**src/rtl/bascomp_pkg.sv**
```systemverilog
// Shared widths, opcode constants and the buffered entry type for the opcode re-packing path.
package bascomp_pkg;

  localparam int unsigned INSTR_W = 8;
  localparam int unsigned OP_W    = $clog2(INSTR_W);

  localparam logic [OP_W-1:0] OP_0 = OP_W'(0);
  localparam logic [OP_W-1:0] OP_1 = OP_W'(1);
  localparam logic [OP_W-1:0] OP_2 = OP_W'(2);
  localparam logic [OP_W-1:0] OP_3 = OP_W'(3);
  localparam logic [OP_W-1:0] OP_4 = OP_W'(4);
  localparam logic [OP_W-1:0] OP_5 = OP_W'(5);
  localparam logic [OP_W-1:0] OP_6 = OP_W'(6);
  localparam logic [OP_W-1:0] OP_7 = OP_W'(7);

  typedef struct packed {
    logic [OP_W-1:0] opcode;
    logic            err;
  } enc_entry_t;

endpackage

```
**src/rtl/enc_fifo.sv**
```systemverilog
// DEPTH-entry synchronous FIFO of encoded entries; head reads as zero when empty.
module enc_fifo
  import bascomp_pkg::*;
#(
  parameter int unsigned DEPTH = 2
) (
  input  logic       clk,
  input  logic       reset_n,
  input  logic       push_i,
  input  enc_entry_t wdata_i,
  input  logic       pop_i,
  output enc_entry_t rdata_o,
  output logic       full_o,
  output logic       empty_o
);

  localparam int unsigned PtrW = (DEPTH > 1) ? $clog2(DEPTH) : 1;
  localparam int unsigned CntW = $clog2(DEPTH + 1);

  enc_entry_t            mem_q [DEPTH];
  logic [PtrW-1:0]       wr_ptr_q, wr_ptr_d;
  logic [PtrW-1:0]       rd_ptr_q, rd_ptr_d;
  logic [CntW-1:0]       count_q, count_d;
  logic                  push_ok, pop_ok;

  assign full_o  = (count_q == CntW'(DEPTH));
  assign empty_o = (count_q == '0);
  assign push_ok = push_i & ~full_o;
  assign pop_ok  = pop_i & ~empty_o;
  assign rdata_o = empty_o ? '0 : mem_q[rd_ptr_q];

  // DEPTH is a power of two, so pointer wrap is the natural overflow.
  always_comb begin
    wr_ptr_d = wr_ptr_q;
    rd_ptr_d = rd_ptr_q;
    count_d  = count_q;
    if (push_ok) wr_ptr_d = wr_ptr_q + PtrW'(1);
    if (pop_ok)  rd_ptr_d = rd_ptr_q + PtrW'(1);
    if (push_ok && !pop_ok) count_d = count_q + CntW'(1);
    if (!push_ok && pop_ok) count_d = count_q - CntW'(1);
  end

  always_ff @(posedge clk) begin
    if (!reset_n) begin
      wr_ptr_q <= '0;
      rd_ptr_q <= '0;
      count_q  <= '0;
    end else begin
      wr_ptr_q <= wr_ptr_d;
      rd_ptr_q <= rd_ptr_d;
      count_q  <= count_d;
    end
  end

  always_ff @(posedge clk) begin
    if (push_ok) mem_q[wr_ptr_q] <= wdata_i;
  end

endmodule

```
**src/rtl/onehot_opcode_encoder.sv**
```systemverilog
// One-hot instruction vector to opcode encoder with buffering and error accounting.
// Define PRIORITY_RESOLVE_EN to resolve multi-hot words to their highest set bit.
module onehot_opcode_encoder
  import bascomp_pkg::*;
#(
  parameter int unsigned DEPTH = 2,
  parameter int unsigned CNT_W = 8
) (
  input  logic               clk,
  input  logic               reset_n,
  input  logic               in_valid,
  output logic               in_ready,
  input  logic [INSTR_W-1:0] instruction,
  output logic               out_valid,
  input  logic               out_ready,
  output logic [OP_W-1:0]    opcode,
  output logic               out_err,
  output logic               err_sticky,
  output logic [CNT_W-1:0]   err_count,
  input  logic               err_clr
);

  function automatic enc_entry_t encode(logic [INSTR_W-1:0] instr);
    enc_entry_t      e;
    int unsigned     ones;
    logic [OP_W-1:0] hi;
    ones = 0;
    hi   = '0;
    for (int i = 0; i < INSTR_W; i++) begin
      if (instr[i]) begin
        ones++;
        hi = OP_W'(i);
      end
    end
    e.opcode = OP_0;
    e.err    = 1'b0;
    if (ones == 1) begin
      e.opcode = hi;
    end else if (ones == 0) begin
      e.err = 1'b1;
    end else begin
`ifdef PRIORITY_RESOLVE_EN
      e.opcode = hi;
`else
      e.err = 1'b1;
`endif
    end
    return e;
  endfunction

  enc_entry_t       enc, head;
  logic             full, empty, push, pop;
  logic             sticky_q, sticky_d;
  logic [CNT_W-1:0] cnt_q, cnt_d;

  assign enc       = encode(instruction);
  assign in_ready  = ~full;
  assign out_valid = ~empty;
  assign push      = in_valid & in_ready;
  assign pop       = out_valid & out_ready;
  assign opcode    = head.opcode;
  assign out_err   = head.err;

  enc_fifo #(
    .DEPTH(DEPTH)
  ) u_fifo (
    .clk    (clk),
    .reset_n(reset_n),
    .push_i (push),
    .wdata_i(enc),
    .pop_i  (pop),
    .rdata_o(head),
    .full_o (full),
    .empty_o(empty)
  );

  // Errors are counted when accepted; a clear wins over a same-cycle increment.
  always_comb begin
    sticky_d = sticky_q;
    cnt_d    = cnt_q;
    if (err_clr) begin
      sticky_d = 1'b0;
      cnt_d    = '0;
    end else if (push && enc.err) begin
      sticky_d = 1'b1;
      if (cnt_q != '1) cnt_d = cnt_q + CNT_W'(1);
    end
  end

  always_ff @(posedge clk) begin
    if (!reset_n) begin
      sticky_q <= 1'b0;
      cnt_q    <= '0;
    end else begin
      sticky_q <= sticky_d;
      cnt_q    <= cnt_d;
    end
  end

  assign err_sticky = sticky_q;
  assign err_count  = cnt_q;

endmodule

```
**config.mk**
```make
export PLATFORM = sky130hd
export DESIGN_NAME = onehot_opcode_encoder
export DESIGN_NICKNAME = d
export VERILOG_FILES = /design/src/rtl/bascomp_pkg.sv /design/src/rtl/enc_fifo.sv /design/src/rtl/onehot_opcode_encoder.sv
export SDC_FILE = /design/constraint.sdc
export NUM_CORES = 1
export LEC_CHECK = 0
export BUFFER_PORTS_ARGS = -buffer_cell sky130_fd_sc_hd__buf_2
export CAP_MARGIN = 0
export CORE_MARGIN = 2
export CORE_UTILIZATION = 45
export DETAILED_ROUTE_END_ITERATION = 16
export PLACE_DENSITY = 0.73
export SLEW_MARGIN = 30
export SYNTH_ARGS = -nofsm -noshare
export SYNTH_HDL_FRONTEND = slang
export SYNTH_SLANG_ARGS = --single-unit
export TNS_END_PERCENT = 5
```
**constraint.sdc**
```tcl
create_clock -name clk -period 4.52 [get_ports clk]
set_input_delay 0.226 -clock clk [delete_from_list [all_inputs] [get_ports clk]]
set_output_delay 0.226 -clock clk [all_outputs]
set_load 0.05 [all_outputs]
```
==> impl_results.md, run 1 <==
- Vias after detailed routing: 1459
- Clk sink count: 22
- DIE HEIGHT: 65.8 um
- Total CTS buffers: 3
- Top FF cell, synth: dfxtp_1
- Post-synthesis sequential area ratio: 30.3%
- R2r startpoint: err_count[0]
- Die Width: 65.8 um
- # hold bufs at CTS: 0
- Post-Synth Adder-Cell Area: 6.56%
- Diodes inserted: 0
- Synth Area per Inst: 8.89 sq um
- Hold Crit Depth: 2
- Synth top area cells: dfxtp_1 16%, edfxtp_1 14%, ha_1 6.6%
- Clock Skews: 0.00421 ns
- Mux cell area share after synthesis: 7.36%
- PwrDens: 464 nW/um^2
- 1st-iter DRT viols: 47
- Clock Latency Late Sink: 0.26 ns
- Critical path type: input pin to flip-flop
- DR WL/cell: 12.1 um
- Final Cycle Share: 96.5%
- Post-synthesis xor/xnor area fraction: 8.60%
- Final WL: 3350 um
- I/O pin total: 28
- Final Util: 57.3%
- Max Cap Violations: 0
- 1st-pass router iterations: 4
- Min Tclk post-route: 4.36 ns
- Post-CTS setup buffer count: 0
- Synth Cell Area: 1720 sq um
- Layout cells sized above 1: 33.2%
- Post-synth EDFFs: 8
- CTS Buffer Depth: 2
- Vias in the first global route: 1279
- Synth Area in Compound Gates: 15.7%
- Status: complete, no violations
- Slew Limit Fails: 0
- Fmax: 229 MHz
- H-tree Lvls: 1
- Initial antenna violation count: 0
- Hold Path Origin: reset_n
- Initial Util: 46.9%
- Remaining DRCs: 0
- Crit-path max FO: 8
- Hold Vio Cnt, Final: 0
- Die area: 4330 sq um
- First-pass GRT wire length: 5480 um
- LEAKAGE: 0.893 nW
- Largest family of logic cells by synthesized area: simple AND/OR/NAND/NOR gates
- Vias per cell: 5.27
- GRT Residual Overflow: 0
- Root Buffer Master: clkbuf_8
- Startpoint Class: input pin
- Final setup viols: 0
- Synth Register Bits: 22
- Synth cell types: 51
- Final net count: 252
- Worst min path class: input pin to flip-flop
- Largest net degree at the start of global routing: 19
- CP Data Arrival Time: 4.57 ns
- Reg-to-reg slack, setup: 2.64 ns
- Post-Synth Simple-Gate Area: 24.2%
- # resized after CTS: 0
- RSZ-0062 raised after global routing: no
- Biggest area consumer among synthesized cells: dfxtp_1
- Hold slack: 0.249 ns
- TritonCTS clock tree: yes
- Hold endpoint: u_fifo.wr_ptr_q
- IO Port Bufs: 27
- Final Wtd Congestion: 0.770
- Slew headroom: 62.5%
- Worst IR Drop VDD: 0.183 mV
- Worst Setup End Kind: flip-flop
- Top cell type's share of synthesized area: 16.3%
- Synth-to-layout area growth: 22.2%
- Worst Reg2Reg Path Length in Cells: 6
- WP data required: 4.73 ns
- Gate Count Post-Synth: 193
- Gr usage total: 15.9%
- Rows: 22
- Clock Pin Slew Worst Setup and Hold Paths: 0.07 ns
- Fraction of registers with async set/reset: 0%
- Setup TNS: 0 ns
- Post-synth top cells: 24 x nor2_1, 18 x nand2_1, 14 x dfxtp_1, 10 x a21oi_1
- Core region area: 3660 sq um
- ANT nets after route: 0
- Worst Tran Pin Value: 0.561 ns
- Yosys warns: 0
- Hpwl dp: 2540 um
- Syn nets: 215
- Most frequent cell after synthesis: nor2_1
- Worst R2R End: err_count[7]
worst max-delay path, stage by stage:
cell and delay (ns):
buf_4 0.10, inv_2 0.04, ha_4 0.27, xor2_2 0.17
ha_1 0.26, mux2_4 0.28, ha_4 0.21, mux2_4 0.28
ha_4 0.22, mux2_4 0.27, ha_4 0.22, mux2_4 0.27
ha_4 0.21, and2b_2 0.22, mux2i_2 0.08, a221oi_2 0.28
nand3_1 0.11, or3_4 0.35, buf_6 0.14, buf_4 0.14
a21o_2 0.18, nand2_1 0.04
area by class of cell:
class | instances | area, sq um
Sequential cell | 22 | 520
Inverter | 9 | 33.8
Timing Repair Buffer | 42 | 258
Tap cell | 48 | 60.1
Fill cell | 333 | 1560
Multi-Input combinational cell | 152 | 1180
Clock buffer | 4 | 45.0
cell usage in the layout, fill, tap and decap left out, types with 2 or more instances in the layout:
master	count
nand4_1	3
nand2b_1	3
edfxtp_1	8
clkbuf_8	3
buf_4	14
a21o_2	2
inv_1	7
and2_1	5
inv_2	2
buf_2	26
nor2_1	23
nor3_1	3
mux2_4	4
a21oi_1	7
a21oi_2	3
o21ai_0	6
xnor2_1	6
o21a_1	2
ha_4	5
and3_1	4
buf_6	2
mux2i_1	6
xor2_1	4
ha_1	4
a31o_1	3
dfxtp_1	14
a31oi_1	2
nand2_1	18
nor2b_1	2
nand3_1	8
flip-flops by register name, indices dropped and copies added (netlist names), named ones only:
signal / count
u_fifo.count_q: 2
err_sticky: 1
u_fifo.rd_ptr_q: 1
err_count: 8
u_fifo.mem_q: 8
u_fifo.wr_ptr_q: 1
cell families after synthesis:
logic type	count (synthesis)
and+or+nand+nor	81
muxes	12
DFF	22
xor gates and xnor gates	13
adders and majority gates	9
AOI/OAI and AO/OA	37
buffers and inverters	19
metrics by stage:
| step | total power, W | cell area, sq um | setup slack (ns) | std cells |
|---|---|---|---|---|
| 6_report | 0.000974 | 2100 | 0.157 | 277 |
| 5_1_grt | 0.00105 | 2100 | 0.0203 | 277 |
| 4_1_cts | 0.000941 | 2040 | 0.0639 | 276 |
| 3_5_place_dp | 0.000819 | 1990 | -0.200 | 272 |
| 3_3_place_gp | 0.000805 | 1990 | -0.0923 | 272 |
| 2_1_floorplan | 0.000711 | 1780 | 0.0316 | 193 |
worst max-delay path by stage:
| stage | startpoint | cells past startpoint | end | slack [ns] |
|---|---|---|---|---|
| after floorplan | instruction[1] | 20 | err_sticky | 0.03 |
| after global placement | instruction[0] | 21 | err_sticky | -0.09 |
| after detailed placement | instruction[1] | 21 | err_sticky | -0.20 |
| after CTS | instruction[1] | 22 | err_count[4] | 0.06 |
| after global routing | instruction[1] | 22 | err_count[1] | 0.02 |
| final | instruction[1] | 22 | err_count[1] | 0.16 |
power breakdown:
part	total, W	switching (W)	internal [W]
clock	0.000121	0.0000583	0.0000627
sequential	0.000275	0.0000225	0.000252
combinational	0.000578	0.000332	0.000246
layer usage:
layer | global-route usage [%] | vias up | wire length (um)
met5 | 0 | - | 0
met1 | 20.7 | 676 | 1670
li1 | - | 759 | -
met3 | 2.05 | 2 | 85
met4 | 4.69 | 0 | 21
met2 | 27.3 | 22 | 1580
(Power assumes the default switching activity.)
==> inputs of run 2 (changes only) <==
--- a/config.mk
+++ b/config.mk
@@ -5,12 +5,13 @@
 export SDC_FILE = /design/constraint.sdc
 export NUM_CORES = 1
 export LEC_CHECK = 0
+export ABC_AREA = 1
 export BUFFER_PORTS_ARGS = -buffer_cell sky130_fd_sc_hd__buf_2
 export CAP_MARGIN = 0
 export CORE_MARGIN = 2
 export CORE_UTILIZATION = 45
 export DETAILED_ROUTE_END_ITERATION = 16
-export PLACE_DENSITY = 0.73
+export PLACE_DENSITY = 0.74
 export SLEW_MARGIN = 30
 export SYNTH_ARGS = -nofsm -noshare
 export SYNTH_HDL_FRONTEND = slang
==> run 2 against run 1 <==
Maximum frequency grew 1.3%; largest cell class unchanged; register-to-register slack gained 0.18 ns; combinational power shrank 40%; clock power grew 50%; clock skew grew 0.0014 ns; critical path depth grew 6; final area shrank 0.12%; wire length grew 2.5%; worst hold slack is essentially flat; sequential power shrank 9.5%; critical endpoint is now err_count[2].
==> impl_results.md, run 2 <==
- Vias per cell: 4.93 (-6.4%)
- Die area: 4230 sq um (-2.2%)
- Post-Synth Adder-Cell Area: 6.72% (+0.16 points)
- Synth-to-layout area growth: 24.9%
- Synth Area in Compound Gates: 9.25% (-6.5 points)
- Startpoint Class: input pin
- Biggest area consumer among synthesized cells: dfxtp_1
- Multi-input gate area: 1070 sq um (-9.7%)
- DIE HEIGHT: 65.0 um (-1.1%)
- Slew headroom: 74.4% (+12 points)
- Worst min path class: input pin to flip-flop
- Worst setup path start: instruction[0]
- WL met2: 1640 um (+3.6%)
- WP data required: 4.71 ns (-0.02 ns)
- Worst Tran Pin Value: 0.383 ns (-0.178 ns)
- Vias in the first global route: 1340 (+4.8%)
- Final net count: 293 (+16%)
- Die Width: 65.0 um (-1.1%)
- Synth cell types: 30 (-41%)
- Initial Util: 46.1% (-0.75 points)
- Root Buffer Master: clkbuf_8
- Mux cell area share after synthesis: 0% (-7.4 points)
- Diodes inserted: 0 (unchanged)
- First-pass GRT wire length: 5610 um (+2.4%)
- Largest net degree at the start of global routing: 16 (-3)
- Final Wtd Congestion: 0.851 (+10%)
- Hold Path Origin: reset_n
- Worst R2R End: err_count[2]
- Layout cells sized above 1: 37.8% (+4.6 points)
- Post-layout total power: 0.000778 W (-20%)
- Place WS: -0.153 ns (+0.0466 ns)
- Post-Synth Simple-Gate Area: 40.1% (+16 points)
- Placement Cell Area: 1910 sq um (-4.0%)
- Yosys warns: 0 (unchanged)
- Largest family of logic cells by synthesized area: simple AND/OR/NAND/NOR gates
- Critical path type: input pin to flip-flop
- Worst setup margin: 0.215 ns (+0.0578 ns)
- Synth Area per Inst: 7.35 sq um (-17%)
- Synth top area cells: dfxtp_1 17%, edfxtp_1 14%, nand2_1 10%
- Rows: 22 (unchanged)
- Min Tclk post-route: 4.31 ns (-0.0578 ns)
- Slowest-stage cell, CP: or2_2
- Post-synthesis xor/xnor area fraction: 3.13% (-5.5 points)
- Hold Crit Depth: 3 (+1)
- Final setup viols: 0 (unchanged)
- I/O pin total: 28 (unchanged)
- PwrDens: 372 nW/um^2 (-20%)
- Top FF cell, synth: dfxtp_1
- Hpwl dp: 2520 um (-1.0%)
- Clk sink count: 22 (unchanged)
- Post-synth top cells: 46 x nand2_1, 31 x inv_1, 18 x a21oi_1, 18 x nor2_1
- Status: complete, no violations
- Gate Count Post-Synth: 228 (+18%)
- Post-synthesis sequential area ratio: 31.0% (+0.72 points)
- ANT nets after route: 0 (unchanged)
- Remaining DRCs: 0 (unchanged)
- H-tree Lvls: 1 (unchanged)
- IO Port Bufs: 27 (unchanged)
- Reg-to-reg slack, setup: 2.82 ns (+0.18 ns)
- Final WL: 3440 um (+2.5%)
- R2r startpoint: err_count[0]
- Final Cycle Share: 95.3% (-1.3 points)
- DR WL/cell: 10.8 um (-11%)
- Fillers: 349 (+4.8%)
- Crit-path max FO: 8 (unchanged)
- Synth Register Bits: 22 (unchanged)
- Top Layer Used: met4
- Clock Latency Late Sink: 0.26 ns (about the same)
- Met1 Routed Length: 1620 um (-2.8%)
- CP Capture Point: err_count[2]
- Met3 routed WL: 129 um (+52%)
- LEAKAGE: 1.04 nW (+16%)
- Slew Limit Fails: 0 (unchanged)
- Synth Cell Area: 1680 sq um (-2.3%)
- Worst IR Drop VDD: 0.181 mV (-1.1%)
- Worst Setup End Kind: flip-flop
- Most frequent cell after synthesis: nand2_1
- Commonest cells after routing, fill and taps aside: 39 x nand2_1, 29 x inv_1, 27 x buf_2
- Fmax: 232 MHz (+1.3%)
- Top cell type's share of synthesized area: 16.7% (+0.39 points)
- Max Cap Violations: 0 (unchanged)
- Worst Reg2Reg Path Length in Cells: 7 (+1)
- Core region area: 3630 sq um (-0.75%)
- Commonest non-fill, non-tap cell in the layout: nand2_1
- Syn nets: 250 (+16%)
- Post-route cell area: 2090 sq um (-0.12%)
- CTS Buffer Depth: 2 (unchanged)
- Hold slack: 0.250 ns (+0.000215 ns)
- Clock Pin Slew Worst Setup and Hold Paths: 0.08 ns (about the same)
- Fraction of registers with async set/reset: 0% (unchanged)
- Most used cell, CP: ha_1
- TritonCTS clock tree: yes
- Max stage delay on crit path: 0.31 ns (-0.04 ns)
- Post-synth EDFFs: 8 (unchanged)
- Initial antenna violation count: 0 (unchanged)
- 1st-pass router iterations: 4 (unchanged)
- Total CTS buffers: 3 (unchanged)
- FF+latch area: 520 sq um (unchanged)
- GRT Residual Overflow: 0 (unchanged)
- Gr usage total: 16.6% (+0.74 points)
- 1st-iter DRT viols: 55 (+17%)
- Clock Skews: 0.00564 ns (+0.00143 ns)
- CP Data Arrival Time: 4.49 ns (-0.08 ns)
- Hold Vio Cnt, Final: 0 (unchanged)
- Vias after detailed routing: 1567 (+7.4%)
## run 2: cell count changes after synthesis, sizes merged, moves of 6 or more
cell / change
nand3: +17
nand2: +45
nand4: +6
inv: +27
mux2i: -7
a21oi: +10
xnor2: -6
## run 2: critical path, delay by kind of cell
| kind | cells | cell delay (ns) |
|---|---|---|
| adder cells (fa/ha/maj) | 6 | 1.51 |
| buffers and inverters | 6 | 0.41 |
| AO/OA/AOI/OAI | 2 | 0.28 |
| AND/OR/NAND/NOR | 14 | 2.06 |
## run 2: per-stage QoR
stage               TNS, ns  instances  util [%]
floorplan                 0        228         -
global placement     -0.478        309      52.6
detailed placement    -1.91        309      52.6
CTS                       0        313      54.6
global route         -0.157        318      57.6
finish                    0        318      57.6
## run 2: final cells by class
type	count	share of cell area (%)
Tap cell	48	2.87
Clock inverter	1	1.43
Timing Repair Buffer	39	11.1
Multi-Input combinational cell	167	50.9
Sequential cell	22	24.9
Clock buffer	3	1.97
Inverter	38	6.87
## run 2: worst min-delay path by stage
stage	to	slack, ns
after global placement	u_fifo.rd_ptr_q	0.43
after detailed placement	flip-flop	0.46
final	u_fifo.count_q[1]	0.25
after CTS	u_fifo.wr_ptr_q	0.25
after floorplan	u_fifo.wr_ptr_q	0.36
after global routing	u_fifo.wr_ptr_q	0.27
## run 2: where the power goes
| group | switching, W | internal (W) |
|---|---|---|
| Clock | 0.0000627 | 0.000118 |
| Combinational | 0.000236 | 0.000112 |
| Sequential | 0.0000158 | 0.000233 |
| Total | 0.000315 | 0.000463 |
## run 2: kinds of logic (layout without fill, tap and decap cells)
kind of cell,count (synthesis),after routing
simple gates,122,123
buf+inv,40,81
compound gates,29,29
flops,22,22
fa+ha+maj,9,9
xor+xnor,6,6
## run 2: routing by layer
metal	global-route usage [%]	vias up
li1	-	828
met1	21.9	698
met2	27.4	35
met3	3.65	6
met4	4.69	0
met5	0	-
## run 2: timing repair
item,4_1_cts,5_1_grt
setup buffers,0,4
endpoints found under the setup margin,0,17
hold buffers,0,0
gates resized for setup,0,20
